**config.mk**
```make
export PLATFORM = sky130hd
export DESIGN_NAME = key_serpar_ctrl
export DESIGN_NICKNAME = d
export VERILOG_FILES = /design/src/rtl/romulus_key_pkg.sv /design/src/rtl/key_serpar_ctrl.sv
export SDC_FILE = /design/constraint.sdc
export NUM_CORES = 1
export LEC_CHECK = 0
export CORE_UTILIZATION = 46
export DETAILED_ROUTE_END_ITERATION = 7
export PLACE_DENSITY = 0.73
export SYNTH_ARGS = -nofsm -noshare
export SYNTH_HDL_FRONTEND = slang
export SYNTH_SLANG_ARGS = --single-unit
```
**constraint.sdc**
```tcl
create_clock -name clk -period 1.2 [get_ports clk]
set_input_delay 0.18 -clock clk [delete_from_list [all_inputs] [get_ports clk]]
set_output_delay 0.18 -clock clk [all_outputs]
set_load 0.03 [all_outputs]
```
**src/rtl/romulus_key_pkg.sv**
```systemverilog
// Shared definitions for the DOM-protected Romulus-N key path controllers.
package romulus_key_pkg;

    // Key serial-to-parallel controller states, 3-bit encoding.
    typedef enum logic [2:0] {
        ST_IDLE      = 3'd0,
        ST_LOAD      = 3'd1,
        ST_READY     = 3'd2,
        ST_RUN       = 3'd3,
        ST_WAIT_CRCT = 3'd4
    } key_state_e;

    localparam int unsigned D_DEFAULT      = 2;
    localparam int unsigned ROUNDS_DEFAULT = 40;

    // Number of 32-bit sdi words that fill a 128*d bit share buffer.
    function automatic int unsigned n_words(input int unsigned d);
        return 4 * d;
    endfunction

    // Word counter width: log2 of the word count (at least 1 bit).
    function automatic int unsigned wcnt_width(input int unsigned d);
        return (n_words(d) > 1) ? $clog2(n_words(d)) : 1;
    endfunction

    // Round counter width: ceil(log2 rounds) (at least 1 bit).
    function automatic int unsigned rcnt_width(input int unsigned rounds);
        return (rounds > 1) ? $clog2(rounds) : 1;
    endfunction

    localparam int unsigned WCNT_W_DEFAULT = wcnt_width(D_DEFAULT);
    localparam int unsigned RCNT_W_DEFAULT = rcnt_width(ROUNDS_DEFAULT);

endpackage

```
**src/rtl/key_serpar_ctrl.sv**
```systemverilog
// Sequencer for the key share serial-to-parallel buffer: loads 4*D sdi
// words, steps the buffer once per cipher round, then waits for the mode
// controller to supply a corrected key before the key can be reused.
module key_serpar_ctrl
    import romulus_key_pkg::*;
#(
    parameter int unsigned D      = D_DEFAULT,
    parameter int unsigned ROUNDS = ROUNDS_DEFAULT
) (
    input  logic clk,
    input  logic rst_n,
    input  logic key_start,
    input  logic sdi_valid,
    output logic sdi_ready,
    input  logic run_start,
    input  logic crct_req,
    output logic key_wr,
    output logic key_en,
    output logic key_crct,
    output logic key_ready,
    output logic run_done,
    output logic busy
);

    localparam int unsigned N_WORDS = n_words(D);
    localparam int unsigned WCNT_W  = wcnt_width(D);
    localparam int unsigned RCNT_W  = rcnt_width(ROUNDS);

    localparam logic [WCNT_W-1:0] WCNT_LAST = WCNT_W'(N_WORDS - 1);
    localparam logic [WCNT_W-1:0] WCNT_ONE  = WCNT_W'(1);
    localparam logic [RCNT_W-1:0] RCNT_LAST = RCNT_W'(ROUNDS - 1);
    localparam logic [RCNT_W-1:0] RCNT_ONE  = RCNT_W'(1);

    key_state_e        state_q, state_d;
    logic [WCNT_W-1:0] wcnt_q,  wcnt_d;
    logic [RCNT_W-1:0] rcnt_q,  rcnt_d;

    // Next-state, counter and strobe decode; strobes are purely combinational.
    always_comb begin
        state_d   = state_q;
        wcnt_d    = wcnt_q;
        rcnt_d    = rcnt_q;
        sdi_ready = 1'b0;
        key_wr    = 1'b0;
        key_en    = 1'b0;
        key_crct  = 1'b0;
        key_ready = 1'b0;
        run_done  = 1'b0;
        busy      = 1'b0;

        case (state_q)
            ST_IDLE: begin
                if (key_start) begin
                    state_d = ST_LOAD;
                    wcnt_d  = '0;
                end
            end

            ST_LOAD: begin
                sdi_ready = 1'b1;
                key_wr    = sdi_valid;
                busy      = 1'b1;
                // A restart still shifts any word on the bus; the new load
                // simply overwrites it, so only the counter needs clearing.
                if (key_start) begin
                    wcnt_d = '0;
                end else if (sdi_valid) begin
                    if (wcnt_q == WCNT_LAST) begin
                        state_d = ST_READY;
                        wcnt_d  = '0;
                    end else begin
                        wcnt_d = wcnt_q + WCNT_ONE;
                    end
                end
            end

            ST_READY: begin
                key_ready = 1'b1;
                if (key_start) begin
                    state_d = ST_LOAD;
                    wcnt_d  = '0;
                end else if (run_start) begin
                    state_d = ST_RUN;
                    rcnt_d  = '0;
                end else if (crct_req) begin
                    key_crct = 1'b1;
                end
            end

            ST_RUN: begin
                key_en = 1'b1;
                busy   = 1'b1;
                if (rcnt_q == RCNT_LAST) begin
                    run_done = 1'b1;
                    state_d  = ST_WAIT_CRCT;
                    rcnt_d   = '0;
                end else begin
                    rcnt_d = rcnt_q + RCNT_ONE;
                end
            end

            ST_WAIT_CRCT: begin
                busy = 1'b1;
                if (key_start) begin
                    state_d = ST_LOAD;
                    wcnt_d  = '0;
                end else if (crct_req) begin
                    key_crct = 1'b1;
                    state_d  = ST_READY;
                end
            end

            default: begin
                state_d = ST_IDLE;
                wcnt_d  = '0;
                rcnt_d  = '0;
            end
        endcase
    end

    // State and counter registers with asynchronous active-low reset.
    always_ff @(posedge clk or negedge rst_n) begin
        if (!rst_n) begin
            state_q <= ST_IDLE;
            wcnt_q  <= '0;
            rcnt_q  <= '0;
        end else begin
            state_q <= state_d;
            wcnt_q  <= wcnt_d;
            rcnt_q  <= rcnt_d;
        end
    end

endmodule
```
==> reports/summary.log, run 1 <==
[run_status] run status complete, but fails checks
[run_status] failing checks negative setup slack
[routing] Detailed Route WL 3266 µm
[sta] final hold slack 0.2132 ns
[power_and_ir_drop] power density cells 1725 nW/µm²
[sta] minimum clock period 1.604 ns
[power_and_ir_drop] P_sw 1.001 mW
[final_layout] share of post-route cells with drive strength above 1 0.6391
[logic_synthesis] average footprint of a synthesized cell 10.31 µm²
[power_and_ir_drop] cell internal power dissipation 1.524 mW
[die] placeable core area 1594 µm²
[setup_path] arrival time reported for the critical path endpoint 1.42 ns
[setup_path] cell at the slowest stage of the critical path sky130_fd_sc_hd__dfrtp_1
[power_and_ir_drop] net switching share of the total power 0.3964
[setup_path] startpoint class of the critical path register
[setup_path] Worst Path Required 1.02 ns
[routing] DRT iter0 DRCs 23
[logic_synthesis] gate count after technology mapping 80
[place] Buffers on Ports 12
[die] width of the die 44.34 µm
[die] Boundary Pins 13
[power_and_ir_drop] Flop pwr share 0.268
[routing] routed length per instance 20.80 µm
[logic_synthesis] synth warn 0
[logic_synthesis] async set or reset register ratio after synthesis 1.000
[global_routing] global-route wire length before repair 3981 µm
[setup_path] critical path's top delay family simple AND/OR/NAND/NOR gates
[run] max-cap viol count 0
[global_routing] overall routing resource usage 0.2884
[sta] Setup violations, final 19
[die] initial core utilization 0.5173
[logic_synthesis] count of flip-flops with a built-in enable after synthesis 0
[power_and_ir_drop] Logic pwr share 0.638
[die] height of the die 44.34 µm
[clock_network] total CTS buffers 3
[place] DP Wirelength 1621 µm
[setup_path] type of the worst setup path register to output pin
[logic_synthesis] post-synthesis instance area 824.5 µm²
[setup_path] slowest stage delay, CP 0.39 ns
[clock_network] insertion delay to the later sink of the worst-skew pair 0.27 ns
[power_and_ir_drop] Leak 0.6642 nW
[logic_synthesis] sequential share of the synthesized area 0.3642
[sta] worst slew slack as a fraction of its limit 0.7770
[power_and_ir_drop] Final Power 2.525 mW
[logic_synthesis] Synth Net Count 89
[sta] minimum setup slack in the final design -0.4035 ns
[sta] Slew Limit Fails 0
[clock_network] Reg clk slew, reported paths 0.07 ns
[global_routing] number of global-route vias before repair 849
[place] last weighted congestion value of the routability-driven placer 0.8148
[routing] post-detailed-route DRC marker count 0
[sta] number of endpoints with negative hold slack in the final report 0
[routing] final antenna-violating net count 0
[clock_network] CTS sink cnt 12
[setup_path] number of buffers and inverters on the critical path 1
[die] row cnt 14
[final_layout] area taken by flip-flops and latches 302.8 µm²
[final_layout] post-synthesis to final-layout area growth 77.54%
[global_routing] initial antenna violation count 0
[sta] slew of the pin with the lowest slew margin 0.3346 ns
[final_layout] Filler Cells Inserted 63
[worst_hold_path] path type of the worst min-delay path input port to asynchronous set/reset pin
[place] total instance count after detailed placement 141
[sta] worst setup skew after layout 0.0009665 ns
[clock_network] Longest Clk Path Bufs 2
[final_layout] area used by multi-input combinational logic 589.3 µm²
[sta] highest clock frequency the design can meet 623.6 MHz
[logic_synthesis] share of Yosys cell area claimed by the top area cell type 0.3642
[sta] share of the clock period used by the worst path after layout 1.336
[power_and_ir_drop] clock group share of total power 0.094
[clock_network] number of hold buffers added after cts 0
[logic_synthesis] post-synth top area cell sky130_fd_sc_hd__dfrtp_1
[setup_path] Critical Path Sink Type output pin
[place] dpl ws -0.4154 ns
[global_routing] largest net degree at the start of global routing 13
[setup_path] maximum fanout along the worst path 2
[place] instance area after placement 1187 µm²
[logic_synthesis] number of distinct library cell variants in the gate-level netlist after synthesis 40
[sta] setup repair after global routing missed its margin yes
[routing] vias per std cell 5.917
[routing] vias after detailed routing 929
[clock_network] CTS tree yes
[global_routing] total congestion overflow after global routing 0
[final_layout] final net count 144
[routing] total iterations of the first detailed-routing run 4
[power_and_ir_drop] maximum ir drop on the vdd rail 1.246 mV
[die] Total Die Area 1966 µm²
[final_layout] final instance area 1464 µm²
[clock_network] H-tree depth 1
[logic_synthesis] Primary FF master, synth sky130_fd_sc_hd__dfrtp_1
[final_layout] antenna fix cells 0
[logic_synthesis] leading cell types by total area after synthesis sky130_fd_sc_hd__dfrtp_1, sky130_fd_sc_hd__ha_1, sky130_fd_sc_hd__mux2i_1
[setup_path] chain of cells forming the critical path ha_2 -> and4bb_1 -> and3_4 -> buf_6
[logic_synthesis] number of flip-flops and latches in the synthesized netlist 12
[final_layout] count of non-filler cells in the finished layout 157
[clock_network] buffer type at the clock tree root sky130_fd_sc_hd__clkbuf_4
-- kinds of logic (layout without fill, tap and decap cells) --
kind of cell               count (synthesis)  count (layout)  synth area share
muxes                                      5               5           0.06828
adders and majority gates                  3               3           0.04553
AOI/OAI and AO/OA                         21              21            0.2185
and+or+nand+nor                           29              29            0.2337
buffers and inverters                      9              62           0.05917
xor gates and xnor gates                   1               1           0.01062
DFF                                       12              12            0.3642
-- path summary, 6_finish.rpt --
check | start | endpoint | slack [ns] | cells past startpoint
max | rcnt_q[1]$_DFFE_PN0P_ | run_done | -0.40 | 4
min | rst_n | rcnt_q[4]$_DFFE_PN0P_ | 0.21 | 2
max reg2reg | rcnt_q[1]$_DFFE_PN0P_ | state_q[1]$_DFFE_PN0P_ | -0.28 | 6
min reg2reg | wcnt_q[2]$_DFFE_PN0P_ | wcnt_q[2]$_DFFE_PN0P_ | 0.56 | 2
max in group asynchronous | rst_n | state_q[2]$_DFFE_PN0P_ | 0.81 | 2
min in group clk | wcnt_q[2]$_DFFE_PN0P_ | wcnt_q[2]$_DFFE_PN0P_ | 0.56 | 2
-- power groups by stage --
stage / Combinational, mW / Sequential [mW] / Clock, mW
floorplan: 0.699 / 0.604 / 0
detailed placement: 1.13 / 0.639 / 0
CTS: 1.38 / 0.646 / 0.248
finish: 1.61 / 0.678 / 0.236
global placement: 1.08 / 0.627 / 0
global route: 1.68 / 0.687 / 0.265
-- final cells by class --
class / instances / area share
inverters: 6 / 0.01795
clock buffers: 3 / 0.01538
repair buffers: 53 / 0.3368
flip-flops and latches: 12 / 0.2068
well taps: 24 / 0.02051
multi-input cells: 59 / 0.4026
-- flip-flops by register name, summed over array words and instances, names as in the netlist --
signal	cells
rcnt_q	6
state_q	3
wcnt_q	3
-- what timing repair did --
item                       in CTS  in global routing
setup endpoints to repair      19                 19
pin swaps                      10                  9
setup buffers                  10                  4
gates resized for setup        30                 13
-- per-layer routing --
layer	wire length [µm]	track usage	part of all wire
met5	0	0	0
met4	234	0.09697	0.072
met3	212	0.06939	0.065
met2	1682	0.5118	0.52
met1	1136	0.3385	0.35
-- through the flow --
step | utilization | setup TNS [ns]
after CTS | 0.8713 | -3.624
after global placement | 0.7449 | -4.640
after detailed placement | 0.7449 | -5.280
final | 0.9184 | -4.902
after global routing | 0.9184 | -5.570
after floorplan | - | -1.325
-- Yosys cell counts (2+ instances only) --
library cell               number
sky130_fd_sc_hd__nand3_1        3
sky130_fd_sc_hd__ha_1           3
sky130_fd_sc_hd__o21a_1         2
sky130_fd_sc_hd__o21ai_0        5
sky130_fd_sc_hd__nor2_1         3
sky130_fd_sc_hd__and3_1         2
sky130_fd_sc_hd__nor3_1         2
sky130_fd_sc_hd__mux2i_1        3
sky130_fd_sc_hd__a21oi_1        2
sky130_fd_sc_hd__dfrtp_1       12
sky130_fd_sc_hd__nand2b_1       2
sky130_fd_sc_hd__nand2_1        5
sky130_fd_sc_hd__inv_1          6
sky130_fd_sc_hd__a22o_1         2
sky130_fd_sc_hd__or3_1          2
sky130_fd_sc_hd__buf_4          2
-- cell usage in the layout, fill, tap and decap left out, types with 2 or more instances in the layout --
master	synthesis	layout
sky130_fd_sc_hd__a21oi_4	1	2
sky130_fd_sc_hd__nand2_2	0	2
sky130_fd_sc_hd__ha_2	0	3
sky130_fd_sc_hd__and3_4	0	2
sky130_fd_sc_hd__dfrtp_1	12	10
sky130_fd_sc_hd__nand3_2	0	3
sky130_fd_sc_hd__nand2b_4	1	3
sky130_fd_sc_hd__dfrtp_2	0	2
sky130_fd_sc_hd__buf_4	2	28
sky130_fd_sc_hd__or3_1	2	2
sky130_fd_sc_hd__o21a_1	2	2
sky130_fd_sc_hd__a21oi_1	2	2
sky130_fd_sc_hd__nor2_1	3	2
sky130_fd_sc_hd__a22o_1	2	2
sky130_fd_sc_hd__inv_1	6	4
sky130_fd_sc_hd__buf_6	1	19
sky130_fd_sc_hd__o21ai_1	1	5
sky130_fd_sc_hd__nand2_1	5	3
sky130_fd_sc_hd__clkdlybuf4s50_1	0	4
sky130_fd_sc_hd__mux2i_1	3	3
sky130_fd_sc_hd__clkbuf_4	0	3
-- worst register-to-register path, cell delays in order, from the launching register on --
cell	delay, ns
sky130_fd_sc_hd__dfrtp_1	0.39
sky130_fd_sc_hd__ha_2	0.19
sky130_fd_sc_hd__and4bb_1	0.25
sky130_fd_sc_hd__buf_4	0.16
sky130_fd_sc_hd__nand3_2	0.12
sky130_fd_sc_hd__nand4_1	0.15
sky130_fd_sc_hd__o221ai_2	0.10
(Power assumes the default switching activity.)
==> inputs of run 2 (changes only) <==
--- a/config.mk
+++ b/config.mk
@@ -5,9 +5,9 @@
 export SDC_FILE = /design/constraint.sdc
 export NUM_CORES = 1
 export LEC_CHECK = 0
-export CORE_UTILIZATION = 46
+export CORE_UTILIZATION = 45
 export DETAILED_ROUTE_END_ITERATION = 7
-export PLACE_DENSITY = 0.73
+export PLACE_DENSITY = 0.71
 export SYNTH_ARGS = -nofsm -noshare
 export SYNTH_HDL_FRONTEND = slang
 export SYNTH_SLANG_ARGS = --single-unit
==> run 2 against run 1 <==
The run still ends with negative setup slack left; cell area grew 0.94%; critical endpoint is now key_crct; clock skew grew 0.011 ns; clock power grew 4%; critical path depth grew 1; via count shrank 4.3%; power shrank 2.0%; first-iteration DRC count grew 13%; die area grew 2.1%; highest routed layer unchanged; utilization shrank 6.3 points.
==> reports/summary.log, run 2 (same netlist as run 1, synthesis figures left out) <==
[global_routing] number of global-route vias before repair 845 [-0.47%]
[run] max-cap viol count 0 [unchanged]
[sta] total negative setup slack -5.342 ns [-0.4406 ns]
[die] initial core utilization 0.4775 [-0.03973]
[setup_path] Critical Path Sink Type output pin
[final_layout] top library cells by usage in the layout, fill and taps aside sky130_fd_sc_hd__buf_4, sky130_fd_sc_hd__buf_6, sky130_fd_sc_hd__dfrtp_1
[global_routing] total congestion overflow after global routing 0 [unchanged]
[run_status] run status complete, but fails checks
[routing] final antenna-violating net count 0 [unchanged]
[sta] final hold slack 0.2101 ns [-0.003128 ns]
[clock_network] Reg clk slew, reported paths 0.08 ns [about the same]
[sta] minimum setup slack in the final design -0.4426 ns [-0.03911 ns]
[global_routing] largest net degree at the start of global routing 13 [unchanged]
[sta] Setup violations, final 19 [unchanged]
[global_routing] overall routing resource usage 0.2612 [-0.02720]
[sta] highest clock frequency the design can meet 608.8 MHz [-2.4%]
[setup_path] cell at the slowest stage of the critical path sky130_fd_sc_hd__dfrtp_2
[final_layout] max FFs per register 6 [unchanged]
[die] Boundary Pins 13 [unchanged]
[final_layout] final instance area 1478 µm² [+0.94%]
[clock_network] Longest Clk Path Bufs 2 [unchanged]
[die] width of the die 44.81 µm [+1.1%]
[routing] total iterations of the first detailed-routing run 4 [unchanged]
[global_routing] global-route wire length before repair 3719 µm [-6.6%]
[worst_hold_path] path type of the worst min-delay path input port to asynchronous set/reset pin
[routing] vias after detailed routing 889 [-4.3%]
[die] row cnt 15 [+1]
[power_and_ir_drop] Final Power 2.476 mW [-2.0%]
[setup_path] type of the worst setup path register to output pin
[routing] vias per std cell 5.522 [-6.7%]
[sta] setup repair after global routing missed its margin yes
[power_and_ir_drop] power density cells 1675 nW/µm² [-2.9%]
[final_layout] final net count 147 [+2.1%]
[clock_network] number of hold buffers added after cts 0 [unchanged]
[place] Buffers on Ports 12 [unchanged]
[routing] post-detailed-route DRC marker count 0 [unchanged]
[place] DP Wirelength 1374 µm [-15%]
[sta] slew of the pin with the lowest slew margin 0.3754 ns [+0.04086 ns]
[clock_network] total CTS buffers 3 [unchanged]
[setup_path] Worst Path Required 1.02 ns [about the same]
[final_layout] registers with the highest flip-flop counts rcnt_q (6), state_q (3), wcnt_q (3)
[setup_path] chain of cells forming the critical path inv_2 -> nand2_2 -> o21a_1 -> nor3_4 -> buf_6
[die] height of the die 44.81 µm [+1.1%]
[sta] Slew Limit Fails 0 [unchanged]
[global_routing] initial antenna violation count 0 [unchanged]
[final_layout] final standard cell utilization of the core 0.8558 [-0.06257]
[clock_network] CTS tree yes
[setup_path] arrival time reported for the critical path endpoint 1.46 ns [+0.04 ns]
[routing] Detailed Route WL 2844 µm [-13%]
[final_layout] commonest non-fill, non-tap cell in the layout sky130_fd_sc_hd__buf_4
[place] last weighted congestion value of the routability-driven placer 0.8416 [+3.3%]
[sta] minimum clock period 1.643 ns [+0.03911 ns]
[run_status] failing checks negative setup slack
[final_layout] post-synthesis to final-layout area growth 79.21%
[sta] worst slew slack as a fraction of its limit 0.7497 [-0.02724]
[final_layout] antenna fix cells 0 [unchanged]
[place] instance area after placement 1161 µm² [-2.2%]
[die] placeable core area 1727 µm² [+8.3%]
[sta] worst setup skew after layout 0.01148 ns [+0.01052 ns]
[routing] routed length per instance 17.66 µm [-15%]
[setup_path] number of buffers and inverters on the critical path 2 [+1]
[setup_path] slowest stage delay, CP 0.47 ns [+0.08 ns]
[sta] share of the clock period used by the worst path after layout 1.369 [+0.03259]
[setup_path] internal reg-to-reg setup slack -0.35 ns [-0.07 ns]
[clock_network] buffer type at the clock tree root sky130_fd_sc_hd__clkbuf_4
[die] Total Die Area 2007 µm² [+2.1%]
[routing] DRT iter0 DRCs 26 [+13%]
[final_layout] largest register by flop count rcnt_q
[clock_network] H-tree depth 1 [unchanged]
[setup_path] startpoint class of the critical path register
[sta] number of endpoints with negative hold slack in the final report 0 [unchanged]
[setup_path] critical path's top delay family flip-flops
[power_and_ir_drop] Leak 0.6825 nW [+2.7%]
[final_layout] share of post-route cells with drive strength above 1 0.6324 [-0.006745]
[clock_network] CTS sink cnt 12 [unchanged]
[setup_path] maximum fanout along the worst path 5 [+3]
[clock_network] insertion delay to the later sink of the worst-skew pair 0.28 ns [about the same]
[power_and_ir_drop] maximum ir drop on the vdd rail 1.355 mV [+8.8%]
-- run 2: cell types whose count changed in the layout (fill, tap and decap cells not counted), sizes merged --
cell	before	now
buf	48	51
-- run 2: area by class of cell --
| class | instances | area [µm²] |
|---|---|---|
| inverters | 6 | 26.28 |
| flip-flops and latches | 12 | 304.0 |
| well taps | 25 | 31.28 |
| fillers | 97 | 249.0 |
| clock buffers | 3 | 22.52 |
| repair buffers | 56 | 518.0 |
| multi-input cells | 59 | 575.6 |
-- run 2: worst paths after layout --
check | startpoint | endpoint | cells past startpoint
min in group clk | wcnt_q[1]$_DFFE_PN0P_ | wcnt_q[1]$_DFFE_PN0P_ | 2
worst max register to register | state_q[0]$_DFFE_PN0P_ | wcnt_q[0]$_DFFE_PN0P_ | 5
worst max-delay path | state_q[2]$_DFFE_PN0P_ | key_crct | 5
max in group asynchronous | rst_n | rcnt_q[2]$_DFFE_PN0P_ | 2
worst min-delay path | rst_n | rcnt_q[3]$_DFFE_PN0P_ | 2
worst min register to register | wcnt_q[1]$_DFFE_PN0P_ | wcnt_q[1]$_DFFE_PN0P_ | 2
-- run 2: timing repair --
action / CTS / global route
pin swaps: 9 / 9
setup endpoints to repair: 19 / 19
buffers inserted: 20 / 4
gates resized for setup: 33 / 16
hold endpoints to repair: 0 / 0
-- run 2: stage by stage --
step	setup slack, ns	instances
floorplan	-0.1965	80
global placement	-0.4008	140
detailed placement	-0.4448	140
CTS	-0.3497	160
global route	-0.4928	161
finish	-0.4426	161
-- run 2: worst register-to-register path, cell delays in order, from the launching register on --
cell and delay (ns):
sky130_fd_sc_hd__dfrtp_2 0.44, sky130_fd_sc_hd__or2_4 0.25, sky130_fd_sc_hd__buf_4 0.14, sky130_fd_sc_hd__buf_6 0.12, sky130_fd_sc_hd__o22ai_4 0.17, sky130_fd_sc_hd__mux2_4 0.31
-- run 2: power by group --
group | total (mW) | switching (mW) | internal (mW) | leakage [nW]
clock | 0.246 | 0.129 | 0.116 | 0.0138
combinational | 1.58 | 0.688 | 0.893 | 0.516
sequential | 0.649 | 0.122 | 0.527 | 0.153
-- run 2: metal layers --
metal / vias up / GRT usage / wire [µm]
met5: - / 0 / 0
met4: 0 / 0.04242 / 71
met3: 10 / 0.08400 / 82
met2: 23 / 0.4441 / 1494
met1: 451 / 0.3308 / 1195
li1: 405 / - / -
==> inputs of run 3 (changes only) <==
--- a/config.mk
+++ b/config.mk
@@ -7,6 +7,7 @@
 export LEC_CHECK = 0
 export CORE_UTILIZATION = 45
 export DETAILED_ROUTE_END_ITERATION = 7
+export GPL_ROUTABILITY_DRIVEN = 0
 export PLACE_DENSITY = 0.71
 export SYNTH_ARGS = -nofsm -noshare
 export SYNTH_HDL_FRONTEND = slang
==> results of run 3 <==
Final layout, timing and power as in run 2 (identical DEF).
